File: config.mk
export PLATFORM = sky130hd
export DESIGN_NAME = laser_packet_framer
export DESIGN_NICKNAME = d
export VERILOG_FILES = /design/src/rtl/laser_packet_framer.sv
export SDC_FILE = /design/constraint.sdc
export NUM_CORES = 1
export LEC_CHECK = 0
export ABC_AREA = 1
export CORE_ASPECT_RATIO = 1.1
export CORE_UTILIZATION = 60
export DETAILED_ROUTE_END_ITERATION = 10
export GPL_ROUTABILITY_DRIVEN = 0
export PLACE_DENSITY = 0.85
export SLEW_MARGIN = 5
export SYNTH_ARGS = -nofsm -noshare
export SYNTH_HDL_FRONTEND = slang
export SYNTH_SLANG_ARGS = --single-unit
export TNS_END_PERCENT = 20
File: constraint.sdc
create_clock -name clock -period 3.8 [get_ports clock]
set_clock_uncertainty 0.15 [all_clocks]
set_input_delay 1.14 -clock clock [delete_from_list [all_inputs] [get_ports clock]]
set_output_delay 1.14 -clock clock [all_outputs]
set_load 0.01 [all_outputs]
File: src/rtl/laser_packet_framer.sv
// laser_packet_framer: pops FTDI read-queue bytes and frames them as START/DATA/STOP packets
// for the laser transmitter, waiting for an ACK after every START/DATA packet.
module laser_packet_framer #(
    parameter int PKT_LEN     = 1024,
    parameter int IDLE_GAP    = 64,
    parameter int ACK_TIMEOUT = 4096
) (
    input  logic        clock,
    input  logic        reset,
    input  logic        en,
    input  logic        rdq_empty,
    input  logic [7:0]  data_rd,
    output logic        rdreq,
    input  logic        tx_done,
    output logic        data_ready,
    output logic [7:0]  data_transmit,
    input  logic        saw_ack,
    output logic        busy,
    output logic        pkt_sent,
    output logic        ack_fail,
    output logic [15:0] pkt_count
);
    localparam int CW = $clog2(PKT_LEN + 1);
    localparam int GW = $clog2(IDLE_GAP + 1);
    localparam int TW = $clog2(ACK_TIMEOUT + 1);
    localparam logic [CW-1:0] PL_MAX  = CW'(PKT_LEN);
    localparam logic [GW-1:0] GAP_MAX = GW'(IDLE_GAP);
    localparam logic [TW-1:0] TMO     = TW'(ACK_TIMEOUT);
    localparam logic [31:0] START = 32'hc1c2c3c4;
    localparam logic [31:0] DATA  = 32'hd1d2d3d4;
    localparam logic [31:0] STOP  = 32'h51525354;

    typedef enum logic [3:0] {
        IDLE, HDR_SEND, HDR_GAP, FETCH, LOAD, PL_SEND, PL_GAP, WAIT_ACK, STOP_SEND, STOP_GAP
    } state_t;

    state_t        state_q, state_d;
    logic [1:0]    idx_q, idx_d;
    logic [CW-1:0] cnt_q, cnt_d;
    logic [GW-1:0] gap_q, gap_d;
    logic [TW-1:0] tmr_q, tmr_d;
    logic          first_q, first_d;
    logic [7:0]    byte_q, byte_d;
    logic [15:0]   pcnt_q, pcnt_d;
    logic          sent_q, sent_d;
    logic          fail_q, fail_d;
    logic [31:0]   hdr_w;

    // Header bytes go out MSB byte first: index 0 selects bits 31:24.
    function automatic logic [7:0] pick(input logic [31:0] w, input logic [1:0] i);
        return w[{~i, 3'b000} +: 8];
    endfunction

    assign hdr_w = first_q ? START : DATA;

    always_comb begin
        state_d = state_q;
        idx_d   = idx_q;
        cnt_d   = cnt_q;
        gap_d   = gap_q;
        tmr_d   = '0;
        first_d = first_q;
        byte_d  = byte_q;
        pcnt_d  = pcnt_q;
        sent_d  = 1'b0;
        fail_d  = 1'b0;
        case (state_q)
            IDLE: begin
                idx_d = '0;
                cnt_d = '0;
                gap_d = '0;
                if (en && !rdq_empty) begin
                    state_d = HDR_SEND;
                    byte_d  = pick(hdr_w, 2'd0);
                end
            end
            HDR_SEND: if (!tx_done) begin
                state_d = HDR_GAP;
                if (idx_q == 2'd3) first_d = 1'b0;
            end
            HDR_GAP: if (tx_done) begin
                if (idx_q == 2'd3) begin
                    state_d = FETCH;
                    idx_d   = '0;
                    gap_d   = '0;
                end else begin
                    state_d = HDR_SEND;
                    idx_d   = idx_q + 2'd1;
                    byte_d  = pick(hdr_w, idx_q + 2'd1);
                end
            end
            FETCH: if (!rdq_empty) begin
                state_d = LOAD;
                gap_d   = '0;
            end else begin
                gap_d = gap_q + 1'b1;
                if (gap_d == GAP_MAX) state_d = WAIT_ACK;
            end
            LOAD: begin
                byte_d  = data_rd;
                cnt_d   = cnt_q + 1'b1;
                state_d = PL_SEND;
            end
            PL_SEND: if (!tx_done) state_d = PL_GAP;
            PL_GAP: if (tx_done) state_d = (cnt_q == PL_MAX) ? WAIT_ACK : FETCH;
            WAIT_ACK: begin
                tmr_d = tmr_q + 1'b1;
                // An ACK arriving on the timeout cycle still counts as delivered.
                if (saw_ack) begin
                    sent_d  = 1'b1;
                    pcnt_d  = pcnt_q + 16'd1;
                    cnt_d   = '0;
                    gap_d   = '0;
                    state_d = rdq_empty ? STOP_SEND : HDR_SEND;
                    byte_d  = rdq_empty ? pick(STOP, 2'd0) : pick(hdr_w, 2'd0);
                end else if (tmr_d == TMO) begin
                    fail_d  = 1'b1;
                    first_d = 1'b1;
                    state_d = IDLE;
                end
            end
            STOP_SEND: if (!tx_done) state_d = STOP_GAP;
            STOP_GAP: if (tx_done) begin
                if (idx_q == 2'd3) begin
                    first_d = 1'b1;
                    idx_d   = '0;
                    state_d = IDLE;
                end else begin
                    state_d = STOP_SEND;
                    idx_d   = idx_q + 2'd1;
                    byte_d  = pick(STOP, idx_q + 2'd1);
                end
            end
            default: state_d = IDLE;
        endcase
    end

    always_ff @(posedge clock) begin
        if (reset) begin
            state_q <= IDLE;
            idx_q   <= '0;
            cnt_q   <= '0;
            gap_q   <= '0;
            tmr_q   <= '0;
            first_q <= 1'b1;
            byte_q  <= '0;
            pcnt_q  <= '0;
            sent_q  <= 1'b0;
            fail_q  <= 1'b0;
        end else begin
            state_q <= state_d;
            idx_q   <= idx_d;
            cnt_q   <= cnt_d;
            gap_q   <= gap_d;
            tmr_q   <= tmr_d;
            first_q <= first_d;
            byte_q  <= byte_d;
            pcnt_q  <= pcnt_d;
            sent_q  <= sent_d;
            fail_q  <= fail_d;
        end
    end

    assign busy          = state_q != IDLE;
    assign data_ready    = state_q inside {HDR_SEND, PL_SEND, STOP_SEND};
    assign rdreq         = (state_q == FETCH) && !rdq_empty;
    assign data_transmit = byte_q;
    assign pkt_count     = pcnt_q;
    assign pkt_sent      = sent_q;
    assign ack_fail      = fail_q;
endmodule

# [After elaboration in Yosys (flattened, before gate mapping)]
# Cells that the tools add are included.
[totals] register_bits=64 latchBits=0 mem_bits_rw=0 rom_bits=0 in_bits=14 output_inout_bits=29 word_cells=115 mem_count=0
[classes] n_addsub=5 mul=0 div_mod_pow=0 n_lt_le_gt_ge=0 eq_ne=31 n_shift=2 mux=44 bitwise_logic=2 reduce_logical=21
[ops] operator="8-bit 2-to-1 mux" n=7
[ops] operator="4-bit 2-to-1 mux" n=13
[ops] operator="4-bit one-hot mux with 10 select lines" n=1
[ops] operator="8-bit one-hot mux with 5 select lines" n=1
[ops] operator="11-bit one-hot mux with 3 select lines" n=1
[ops] operator="32-bit by 6-bit indexed part select with 8-bit output" n=1
[ops] operator="32-bit by 6-bit indexed part select with 8-bit output, first input constant" n=1
[ops] operator="2-bit inequality test, second input constant" n=15
[ops] operator="29-bit 2-to-1 mux" n=1
[ops] operator="7-bit 2-to-1 mux" n=4
[ops] operator="7-bit one-hot mux with 4 select lines" n=1
[ops] operator="16-bit by 1-bit adder with 16-bit output, second input constant" n=1
[ops] operator="4-bit by 3-bit == test with 1-bit output, second input constant" n=4
[ops] operator="7-bit AND reduction" n=2
[ops] operator="13-bit by 1-bit adder with 13-bit output, second input constant" n=1
[ops] operator="13-bit == test, second input constant" n=1
[ops] operator="11-bit by 1-bit adder with 11-bit output, second input constant" n=1
[ops] operator="11-bit == test, second input constant" n=1
[ops] operator="11-bit 2-to-1 mux" n=1
[ops] operator="9-bit AND reduction" n=1
[ops] operator="3-bit nonzero test" n=3
[ops] operator="4-bit by 2-bit == test with 1-bit output, second input constant" n=2
[ops] operator="4-bit == test, second input constant" n=2
[ops] operator="1-bit 2-to-1 mux" n=8
[ops] operator="other kinds (23)" n=31

# [Depth between registers and ports, before layout]
# Gate-level depths: netlist of the first run.
[logic_depth] depth_word=6 depth_mapped=14 ltp_nobuf=14

# [Worst setup path before layout of the first run]
# No wires, ideal clock.
[synth_timing] path_kind="input to output" startpoint="in rdq_empty" endpoint="out rdreq" t_arrival_ps=1309 required_time_ps=2510 path_slack_ps=1201 path_stages=1 n_path_buf=0 path_cell_list="nor2_1"
[synth_via] elab_chain_cells=2
[synth_rtl] element="start, declared" line="11" text="input logic rdq_empty,"
[synth_rtl] element="1-bit zero test" line="166" text="assign rdreq = (state_q == FETCH) && !rdq_empty;"
[synth_rtl] element="1-bit logical AND" line="166"
[synth_rtl] element="end, declared" line="13" text="output logic rdreq,"
# No other way between the ends.

# [Final worst setup path of the first run]
# Same ends and word-level chain as after synthesis.

==> summary by stage, run 1 <==
Floorplanning
For this configuration, the core starts out at a cell density of 0.6263. The die area is ~6000 um^2. The initialized floorplan defines 28 standard-cell rows.

The die is 73.78 um wide. The die is 80.96 um tall. The total I/O pin count is 43.

The core region is 5430 um^2.

Logic synthesis
Synthesis produced between 400 and 500 cells. The share of synthesized flip-flops with an asynchronous set or reset is 0. Synthesis instantiated 43 different standard cells from the library. Summing every instance area after synthesis gives 3401 um^2. For this run, the register share of the synthesized area comes to 0.3767. The most used flip-flop cell after synthesis is sky130_fd_sc_hd__dfxtp_1.

The synthesized netlist net count is 519. Counting flops with a built-in enable in the synthesized netlist gives 0. In this run, synthesis produced a sequential element count of 64. The mean post-synth cell area is 6.843 um^2. Yosys printed 0 warnings.

STA
For the final routed database, the setup TNS stands at 0 ps. The clock period could shrink to roughly 3500 ps. The number of setup violations in the final report is 0. At the pin with the least slew margin, the transition time is around 500 ps.

The maximum achievable frequency is between 200 and 300 MHz. The final critical-path share of the clock period is 0.9330. The final hold violation count is 0. Headroom to the max-slew limit came out at 0.6654.

The final max-slew violation count is 0. Setup repair after global routing left no endpoint under its margin.

Routing
The DRC violation total after the first TritonRoute iteration is 210. In the routed design, unresolved DRC markers number 0. The first detailed-routing pass ran for 5 iterations.

The number of nets with antenna violations after routing is 0. The total via count in the routed design is ~3400. Summed over all layers, the routed wires come to roughly 7900 um. In the final routed layout, each cell accounts on average for about 13 um. The average via count per standard cell is 5.442.

Setup path
The biggest fanout along the worst timing path is 3. The reg-to-reg critical path endpoint is state_q[1]. The critical path starts at rdq_empty. The arrival time at the worst endpoint is 2260 ps. STA puts the critical path data required time at roughly 2500 ps. The number of cells on the worst reg-to-reg path is 12.

The endpoint class of the critical path is an output port. The type of the worst setup path is in -> out. For flop-to-flop paths, the worst setup slack is 1330 ps. The startpoint of the worst-slack reg-to-reg timing path is tmr_q[0]. The worst setup path is launched from an input pin.

Global routing
The global-route wire length before repair is 13350 um. The number of global-route vias before repair was 3118. The total overflow reported by the global router is 0.

The initial antenna violation count is 0. Entering global routing, the biggest net connects 22 pins. The all-layer global routing usage is 0.2900.

Placed design
The detailed-placement wirelength estimate is 5861 um. The cell total after placement is 607. The port buffer count is 42. After detailed placement, the total cell area comes to 3882 um^2.

Clock tree
The clock input transition at the sequential cells of the worst setup and hold paths is 70 ps. Counting the buffers created by CTS gives 9. The H-tree depth reported by CTS is 3. The post-cts hold buffer count is 0. The clock tree root buffer cell is sky130_fd_sc_hd__clkbuf_8. The later pin in the worst-skew pair is clocked with a latency of ~340 ps. The longest clock path from root to sink contains 2 buffers. TritonCTS built the clock tree. The count of instances resized after the clock tree is built is 0.

Post-CTS timing repair inserted 0 buffers for setup. The count of clock tree sinks is 64.

Power
The static leakage power is between 1.5 and 2 nW. Across the VDD grid, the largest voltage drop is 0.3516 mV. The power per unit of standard cell area is just under 500 nW/um^2.

Worst hold path
The worst hold-check path type is reg -> reg. The depth of the worst hold-timing path is 2. The destination of the worst hold path is pkt_count[4]. In this run the most critical hold path is launched from pkt_count[4].

Final layout
The fraction of layout instances using a drive strength above 1 is 0.07130. The post-route non-filler standard cell count is 622. In the final design database the tool counted 565 nets. Fill cells in the final layout number 423. The number of antenna repair diodes is 0.

The area added between synthesis and finish is 19.65%. The summed area of non-filler cells in the final layout is 4069 um^2.

Run
Across the run, the number of max-cap violations was 0.

Outcome
The run finished with clean final reports.
-- sequential cells by signal, indices dropped and copies added, names as in the netlist --
signal,count
state_q,4
idx_q,2
pkt_sent,1
first_q,1
gap_q,7
data_transmit,8
ack_fail,1
tmr_q,13
pkt_count,16
cnt_q,11
-- cell usage in the layout (no fill, tap or decap), types with 3 or more instances in the layout --
cell                              count
sky130_fd_sc_hd__nand2_1            114
sky130_fd_sc_hd__nand3b_1             5
sky130_fd_sc_hd__inv_2                3
sky130_fd_sc_hd__o21bai_1             4
sky130_fd_sc_hd__ha_1                 8
sky130_fd_sc_hd__nor2_2               5
sky130_fd_sc_hd__a21oi_1             44
sky130_fd_sc_hd__clkinv_2             3
sky130_fd_sc_hd__inv_1               58
sky130_fd_sc_hd__a211oi_1             3
sky130_fd_sc_hd__xor2_1               5
sky130_fd_sc_hd__a22oi_1              3
sky130_fd_sc_hd__dfxtp_1             64
sky130_fd_sc_hd__o21ai_0             16
sky130_fd_sc_hd__nand4_1              9
sky130_fd_sc_hd__a31oi_1              3
sky130_fd_sc_hd__o21a_1               3
sky130_fd_sc_hd__nor3_1              11
sky130_fd_sc_hd__o21ai_1              9
sky130_fd_sc_hd__nand3_1             37
sky130_fd_sc_hd__nor2_1              56
sky130_fd_sc_hd__clkdlybuf4s50_1     42
sky130_fd_sc_hd__clkbuf_8            10
sky130_fd_sc_hd__nand2_2              5
-- routing by layer --
layer	GRT usage	routed length [um]	up-vias
li1	-	-	1733
met1	0.3562	3537	1518
met2	0.4798	3726	110
met3	0.05583	439	24
met4	0.1500	232	0
met5	0	0	-
-- per-stage QoR --
| step | util | hold WS, ps | setup WS [ps] | total power [W] |
|---|---|---|---|---|
| 2_1_floorplan | - | 300.5 | 1201 | 0.001232 |
| 6_report | 0.7493 | 309.1 | 254.5 | 0.001985 |
| 4_1_cts | 0.7493 | 317.0 | 246.2 | 0.001984 |
| 5_1_grt | 0.7493 | 339.1 | 221.8 | 0.002107 |
| 3_5_place_dp | 0.7150 | 306.9 | 247.3 | 0.001422 |
| 3_3_place_gp | 0.7150 | 303.0 | 254.8 | 0.001402 |
-- cells by family (layout without fill, tap and decap cells) --
logic type | count (synthesis) | count (layout) | synth area share
XOR/XNOR | 6 | 6 | 0.01545
AND/OR/NAND/NOR | 257 | 257 | 0.3447
buffers and inverters | 71 | 121 | 0.08241
adder cells (fa/ha/maj) | 8 | 8 | 0.02943
AO/OA/AOI/OAI | 91 | 91 | 0.1512
flip-flops | 64 | 64 | 0.3767
-- worst max path at each step --
stage / end / slack, ps
2_1_floorplan: rdreq / 1200
3_3_place_gp: rdreq / 250
3_5_place_dp: rdreq / 250
4_1_cts: rdreq / 250
5_1_grt: rdreq / 220
6_report: rdreq / 250
-- area by class of cell --
| class | instances | area [um^2] | area share |
|---|---|---|---|
| Clock buffer | 11 | 141.4 | 0.03475 |
| Clock inverter | 4 | 45.04 | 0.01107 |
| Inverter | 62 | 232.7 | 0.05720 |
| Multi-Input combinational cell | 362 | 1839 | 0.4520 |
| Sequential cell | 64 | 1281 | 0.3149 |
| Tap cell | 75 | 93.84 | 0.02306 |
| Timing Repair Buffer | 44 | 435.4 | 0.1070 |
-- cells in the mapped netlist (2+ instances only) --
| cell | number | area share |
|---|---|---|
| sky130_fd_sc_hd__a211oi_1 | 3 | 0.0066 |
| sky130_fd_sc_hd__a21oi_1 | 44 | 0.065 |
| sky130_fd_sc_hd__a221oi_1 | 2 | 0.0052 |
| sky130_fd_sc_hd__a22oi_1 | 3 | 0.0066 |
| sky130_fd_sc_hd__a31oi_1 | 3 | 0.0055 |
| sky130_fd_sc_hd__and3_1 | 2 | 0.0037 |
| sky130_fd_sc_hd__buf_2 | 2 | 0.0029 |
| sky130_fd_sc_hd__clkbuf_1 | 4 | 0.0044 |
| sky130_fd_sc_hd__dfxtp_1 | 64 | 0.38 |
| sky130_fd_sc_hd__ha_1 | 8 | 0.029 |
| sky130_fd_sc_hd__inv_1 | 58 | 0.064 |
| sky130_fd_sc_hd__inv_2 | 3 | 0.0033 |
| sky130_fd_sc_hd__nand2_1 | 114 | 0.13 |
| sky130_fd_sc_hd__nand2_2 | 5 | 0.0092 |
| sky130_fd_sc_hd__nand2_4 | 2 | 0.0066 |
| sky130_fd_sc_hd__nand3_1 | 37 | 0.054 |
| sky130_fd_sc_hd__nand3b_1 | 5 | 0.011 |
| sky130_fd_sc_hd__nand4_1 | 9 | 0.017 |
| sky130_fd_sc_hd__nor2_1 | 56 | 0.062 |
| sky130_fd_sc_hd__nor2_2 | 5 | 0.0092 |
| sky130_fd_sc_hd__nor2_4 | 2 | 0.0066 |
| sky130_fd_sc_hd__nor3_1 | 11 | 0.016 |
| sky130_fd_sc_hd__nor3b_1 | 2 | 0.0044 |
| sky130_fd_sc_hd__o21a_1 | 3 | 0.0066 |
| sky130_fd_sc_hd__o21ai_0 | 16 | 0.024 |
| sky130_fd_sc_hd__o21ai_1 | 9 | 0.013 |
| sky130_fd_sc_hd__o21bai_1 | 4 | 0.0088 |
| sky130_fd_sc_hd__or2_2 | 2 | 0.0037 |
| sky130_fd_sc_hd__xor2_1 | 5 | 0.013 |
-- worst max-delay path: stages --
cell	delay (ps)
sky130_fd_sc_hd__clkdlybuf4s50_1	460
sky130_fd_sc_hd__nor2_1	120
sky130_fd_sc_hd__clkdlybuf4s50_1	540
-- power breakdown --
part	switching, W	internal, W
combinational	0.000392	0.000248
sequential	0.0000562	0.000727
clock	0.000248	0.000314
total	0.000697	0.00129
Power figures use the tool's default switching activity.
==> inputs of run 2 (changes only) <==
Settings changed: GPL_ROUTABILITY_DRIVEN 0 to 1.
==> results of run 2 <==
The final DEF is identical to that of run 1; final timing and power are the same.
